$ cat config.mk
export PLATFORM = sky130hd
export DESIGN_NAME = alu_seq_unit
export DESIGN_NICKNAME = d
export VERILOG_FILES = /design/src/rtl/alu_seq_unit.sv
export SDC_FILE = /design/constraint.sdc
export NUM_CORES = 1
export LEC_CHECK = 0
export BUFFER_PORTS_ARGS = -buffer_cell sky130_fd_sc_hd__buf_2
export CAP_MARGIN = 20
export CORE_MARGIN = 4
export CORE_UTILIZATION = 67
export CTS_BUF_LIST = sky130_fd_sc_hd__clkbuf_16
export DETAILED_ROUTE_END_ITERATION = 8
export GPL_TIMING_DRIVEN = 0
export PLACE_DENSITY = 0.86
export SKIP_CTS_REPAIR_TIMING = 1
export SYNTH_ARGS = -nofsm -noshare
export SYNTH_HDL_FRONTEND = slang
export SYNTH_SLANG_ARGS = --single-unit
$ cat constraint.sdc
create_clock -name clk -period 8.2 [get_ports clk]
set_input_delay 0.41 -clock clk [delete_from_list [all_inputs] [get_ports clk]]
set_output_delay 0.41 -clock clk [all_outputs]
set_load 0.01 [all_outputs]
$ cat src/rtl/alu_seq_unit.sv
// Sequenced ALU with an NREGS x WIDTH register file, valid/ready command and result ports,
// single-cycle ops plus a WIDTH-iteration shift-add multiply.
module alu_seq_unit #(
   parameter int WIDTH = 8,
   parameter int NREGS = 4,
   localparam int AW = $clog2(NREGS)
) (
   input  logic             clk,
   input  logic             rst,
   input  logic             wr_en,
   input  logic [AW-1:0]    wr_addr,
   input  logic [WIDTH-1:0] wr_data,
   input  logic             cmd_valid,
   output logic             cmd_ready,
   input  logic [3:0]       cmd_op,
   input  logic [AW-1:0]    cmd_src_a,
   input  logic [AW-1:0]    cmd_src_b,
   input  logic [AW-1:0]    cmd_dst,
   output logic             res_valid,
   input  logic             res_ready,
   output logic [WIDTH-1:0] res_data,
   output logic [3:0]       res_flags,
   output logic             busy
);

   localparam logic [3:0] OP_ADD = 4'd0,  OP_SUB = 4'd1,  OP_AND = 4'd2,  OP_OR  = 4'd3,
                          OP_XOR = 4'd4,  OP_NOT = 4'd5,  OP_SHL = 4'd6,  OP_SHR = 4'd7,
                          OP_ROL = 4'd8,  OP_ROR = 4'd9,  OP_MUL = 4'd10, OP_ACC = 4'd11;
   localparam int CW = $clog2(WIDTH) + 1;

   typedef enum logic [1:0] {S_IDLE, S_EXEC, S_MUL, S_DONE} state_t;
   state_t state, state_nx;

   logic [WIDTH-1:0]   regs [NREGS];
   logic [WIDTH-1:0]   a_q, b_q, mplier_q;
   logic [3:0]         op_q;
   logic [AW-1:0]      dst_q;
   logic [2*WIDTH-1:0] prod_q, mcand_q;
   logic [CW-1:0]      cnt_q;

   logic               accept, finish, res_take;
   logic [WIDTH:0]     sum_w, diff_w;
   logic [WIDTH-1:0]   alu_res;
   logic               alu_c, alu_v;

   assign accept   = cmd_valid & cmd_ready;
   assign finish   = (state == S_DONE) & ~res_valid;
   assign res_take = (state == S_DONE) & res_valid & res_ready;

   always_ff @(posedge clk) begin
      if (!rst) state <= S_IDLE;
      else      state <= state_nx;
   end

   always_comb begin
      state_nx = state;
      case (state)
         S_IDLE: if (accept) state_nx = S_EXEC;
         S_EXEC: state_nx = (op_q == OP_MUL) ? S_MUL : S_DONE;
         S_MUL:  if (cnt_q == CW'(WIDTH - 1)) state_nx = S_DONE;
         S_DONE: if (res_take) state_nx = S_IDLE;
         default: state_nx = S_IDLE;
      endcase
   end

   always_comb begin
      cmd_ready = rst & (state == S_IDLE);
      busy      = (state != S_IDLE);
   end

   // ACC reuses the ADD path: b_q holds reg[dst] captured at accept.
   always_comb begin
      sum_w   = {1'b0, a_q} + {1'b0, b_q};
      diff_w  = {1'b0, a_q} - {1'b0, b_q};
      alu_res = '0;
      alu_c   = 1'b0;
      alu_v   = 1'b0;
      case (op_q)
         OP_ADD, OP_ACC: begin
            alu_res = sum_w[WIDTH-1:0];
            alu_c   = sum_w[WIDTH];
            alu_v   = (a_q[WIDTH-1] == b_q[WIDTH-1]) & (sum_w[WIDTH-1] != a_q[WIDTH-1]);
         end
         OP_SUB: begin
            alu_res = diff_w[WIDTH-1:0];
            alu_c   = ~diff_w[WIDTH];
            alu_v   = (a_q[WIDTH-1] != b_q[WIDTH-1]) & (diff_w[WIDTH-1] != a_q[WIDTH-1]);
         end
         OP_AND: alu_res = a_q & b_q;
         OP_OR:  alu_res = a_q | b_q;
         OP_XOR: alu_res = a_q ^ b_q;
         OP_NOT: alu_res = ~a_q;
         OP_SHL: begin alu_res = {a_q[WIDTH-2:0], 1'b0};        alu_c = a_q[WIDTH-1]; end
         OP_SHR: begin alu_res = {1'b0, a_q[WIDTH-1:1]};        alu_c = a_q[0];       end
         OP_ROL: begin alu_res = {a_q[WIDTH-2:0], a_q[WIDTH-1]}; alu_c = a_q[WIDTH-1]; end
         OP_ROR: begin alu_res = {a_q[0], a_q[WIDTH-1:1]};       alu_c = a_q[0];       end
         OP_MUL: begin alu_res = prod_q[WIDTH-1:0]; alu_c = |prod_q[2*WIDTH-1:WIDTH]; end
         default: ;
      endcase
   end

   // Later assignments to regs[] win, so ALU writeback overrides a same-address wr_en.
   always_ff @(posedge clk) begin
      if (!rst) begin
         for (int unsigned i = 0; i < NREGS; i++) regs[i] <= '0;
         a_q       <= '0;
         b_q       <= '0;
         op_q      <= '0;
         dst_q     <= '0;
         prod_q    <= '0;
         mcand_q   <= '0;
         mplier_q  <= '0;
         cnt_q     <= '0;
         res_valid <= 1'b0;
         res_data  <= '0;
         res_flags <= '0;
      end else begin
         if (accept) begin
            a_q      <= regs[cmd_src_a];
            b_q      <= (cmd_op == OP_ACC) ? regs[cmd_dst] : regs[cmd_src_b];
            op_q     <= cmd_op;
            dst_q    <= cmd_dst;
            prod_q   <= '0;
            mcand_q  <= {{WIDTH{1'b0}}, regs[cmd_src_a]};
            mplier_q <= regs[cmd_src_b];
            cnt_q    <= '0;
         end
         if (state == S_MUL) begin
            if (mplier_q[0]) prod_q <= prod_q + mcand_q;
            mcand_q  <= mcand_q << 1;
            mplier_q <= mplier_q >> 1;
            cnt_q    <= cnt_q + 1'b1;
         end
         if (wr_en) regs[wr_addr] <= wr_data;
         if (finish) begin
            res_valid <= 1'b1;
            res_data  <= alu_res;
            res_flags <= {alu_c, alu_v, alu_res[WIDTH-1], (alu_res == '0)};
            if (op_q <= OP_ACC) regs[dst_q] <= alu_res;
         end else if (res_take) begin
            res_valid <= 1'b0;
         end
      end
   end

endmodule
==> results.toml <==
[placement]
dp.cells = 1026
dpl.hpwl_mm = 16.8
numPortBuffers = 32
gp_congestion = 1.00
placed_area_mm2 = 0.00771

[sta]
setup_viol = 0
worstMarginPinSlew_ns = 1.21
finalHoldViolCount = 0
slew_viol_final = 0
fin_hold_ws_ns = 0.262
fin_skew_ns = 0.00891
rsz0062_at_grt = "false"
period_needed_ns = 3.55
fmaxAchievable_mhz = 282
min_period_over_period = 0.433
finalSetupTns_ns = 0
slew_headroom = 0.189

[power_and_ir_drop]
vdd_ir_drop_max_mv = 0.255
finalPower_mw = 1.75
p_leak_nw = 2.98
p_per_area_mw_per_mm2 = 219

[finish]
final_area_mm2 = 0.00799
antenna_cells = 0
drive_gt1_frac = 0.105
stdcell_count = 1042
fin_nets = 970
synthToLayoutAreaGrowth_pct = 8.50

[routing]
wl_per_cell_um = 20.9
drc_errors = 0
ant_nets = 0
drt_iter0_drc = 915
num_vias = 7063
drt_first_pass_iters = 5
routed_wl_mm = 21.8
vias_per_cell = 6.78

[setup_path]
path_max_fanout = 6
cp-end-kind = "flop"
cp_cell_sequence = "inv_1 > ha_1 > inv_1 > fa_1 > nor3b_1 > o31ai_1 > a211oi_1 > o21ba_2 > a32oi_1 > a2111oi_2 > o21ai_0"
cp_num_buf_inv = 2
critPathTopFamily = "compound AO/OA/AOI/OAI gates"
crit_cells = 11
start_kind = "flop"
slowest_stage = "a2111oi_2"
path_class = "flop to flop"
cp.required_ns = 8.26
cpMostUsedCell = "inv_1"
cpPeakStageDelay_ns = 0.69
reg2reg_depth = 11
cp_data_arrival_time_ns = 3.61

[cts]
clock_latency_ns = 0.36
clk_pin_slew_ns = 0.08
cts_num_sinks = 112
cts_made_buffers = 9
cts_tree = "yes"
cts_root_buf = "clkbuf_16"
htreeDepth = 3
max-clock-path-buffers = 2

[floorplanning]
ios = 40
rows = 38
die_w_um = 113
die_y_um = 113
initial_core_util = 0.682
die-area_mm2 = 0.0127
core_mm2 = 0.0108

[global_routing]
grt_max_degree = 20
grt_pass1_wl_mm = 34.9
grt-ovfl-total = 0
grt_antenna_before_repair = 0
grt_usage = 0.345
grt_pass1_vias = 6601

[yosys]
synthArstFlopShare = 0
synth.avg_cell_area_um2 = 8.63
ys_ff_latch = 112
synth_fp_nets = 926
synth-main-ff-cell = "dfxtp_1"
synth_cells = 853
yosysWarnings = 0
ys_seq_area_frac = 0.348
synth_cell_type_count = 73
synth_edf_count = 32
syn_area_mm2 = 0.00736

[min_path]
hp-class = "input port to flop"
hold-path-cell-count = 2

[run_status]
status = "completed"

[flow_run]
maxCapViolCount = 0
through the flow:
step	setup WS [ns]	util
after floorplan	5.55	-
after global placement	4.81	0.713
after detailed placement	4.78	0.714
after CTS	4.72	0.740
after global routing	4.44	0.740
final	4.65	0.740
registers in the layout, indices dropped and copies added (netlist names):
signal,count
res_data,7
res_valid,1
op_q,4
regs,32
cnt_q,4
mplier_q,8
b_q,8
prod_q,16
mcand_q,16
dst_q,2
state,2
res_flags,4
a_q,8
layout make-up:
type,instances,area [um^2]
Buffer,55,224
Clock buffer,9,225
Clock inverter,7,57.6
Fill cell,803,2800
Inverter,42,158
Multi-Input combinational cell,644,4420
Sequential cell,112,2560
Tap cell,140,175
Timing Repair Buffer,33,168
cell usage after synthesis (3+ instances only):
master	n	area (um^2)
o21ai_0	82	410
o21a_1	4	30.0
nor4_1	6	37.5
inv_1	41	154
o22ai_1	4	25.0
a21o_1	3	22.5
nand2_1	87	327
buf_1	6	22.5
o221ai_1	8	70.1
a32oi_1	4	35.0
dfxtp_1	80	1600
nor2b_1	6	37.5
nand2b_1	7	43.8
ha_1	45	563
nand3b_1	8	60.1
edfxtp_1	32	961
a31oi_1	10	62.6
xnor2_1	6	52.6
nor2_1	64	240
nand4_1	6	37.5
and3_1	4	25.0
mux2_2	3	33.8
and2_1	11	68.8
o31ai_1	5	37.5
buf_2	8	40.0
nor3_1	11	55.1
a21oi_1	81	405
mux2i_1	20	200
nor3b_1	4	30.0
nand3_1	56	280
fa_1	3	60.1
o311ai_0	3	26.3
clkbuf_1	39	146
a211oi_1	17	128
xor2_1	5	43.8
nand4b_1	3	26.3
mux4_2	24	541
a221oi_1	3	26.3
layer usage:
metal / up-vias / track usage / share of wire
met3: 93 / 0.0695 / 0.096
met2: 443 / 0.543 / 0.46
met5: - / 0 / 0
li1: 3228 / - / -
met4: 0 / 0.142 / 0.044
met1: 3299 / 0.470 / 0.41
cells in the final DEF, fill, tap and decap left out, types with 3 or more instances in the layout:
master	instances
o21a_1	4
o22ai_1	4
inv_1	42
buf_1	6
mux2_2	3
nor2b_1	6
clkbuf_1	39
buf_2	40
edfxtp_1	32
a21oi_1	81
nor3b_1	4
clkbuf_16	9
o221ai_1	8
nand4b_1	3
nand2b_1	7
nand3_1	56
nand4_1	6
fa_1	3
o21ai_0	82
nand3b_1	8
a221oi_1	3
dfxtp_1	80
and3_1	4
o31ai_1	5
xnor2_1	6
a31oi_1	10
mux4_2	24
nor4_1	6
a211oi_1	17
ha_1	45
nand2_1	87
mux2i_1	20
buf_4	3
and2_1	11
nor2_1	64
xor2_1	5
nor3_1	11
a21o_1	3
a32oi_1	4
power breakdown:
part	internal (mW)	switching, mW
sequential	0.628	0.0621
clock	0.211	0.218
combinational	0.218	0.415
total	1.06	0.695
worst register-to-register path, stage by stage (launching register included):
cell       delay (ns)
dfxtp_1          0.37
inv_1            0.15
ha_1             0.25
inv_1            0.07
fa_1             0.42
nor3b_1          0.19
o31ai_1          0.37
a211oi_1         0.16
o21ba_2          0.25
a32oi_1          0.08
a2111oi_2        0.69
o21ai_0          0.26
cell families (layout without fill, tap and decap cells):
| family | after synthesis | after routing | share of synthesized area |
|---|---|---|---|
| simple gates | 289 | 289 | 0.191 |
| compound gates | 249 | 249 | 0.206 |
| flops | 112 | 112 | 0.348 |
| buf+inv | 97 | 146 | 0.0518 |
| fa+ha+maj | 48 | 48 | 0.0846 |
| mux | 47 | 47 | 0.105 |
| xor+xnor | 11 | 11 | 0.0131 |
final timing paths:
kind / startpoint / slack, ns / end
worst min-delay path: res_ready / 0.26 / res_valid$_SDFFE_PN0P_
worst max register to register: a_q[0]$_SDFFE_PN0P_ / 4.65 / regs[2][6]$_DFFE_PP_
worst max-delay path: a_q[0]$_SDFFE_PN0P_ / 4.65 / regs[2][6]$_DFFE_PP_
worst min register to register: cnt_q[3]$_SDFFE_PN0P_ / 0.48 / cnt_q[3]$_SDFFE_PN0P_
No activity file was read; power rests on OpenSTA's default activity.
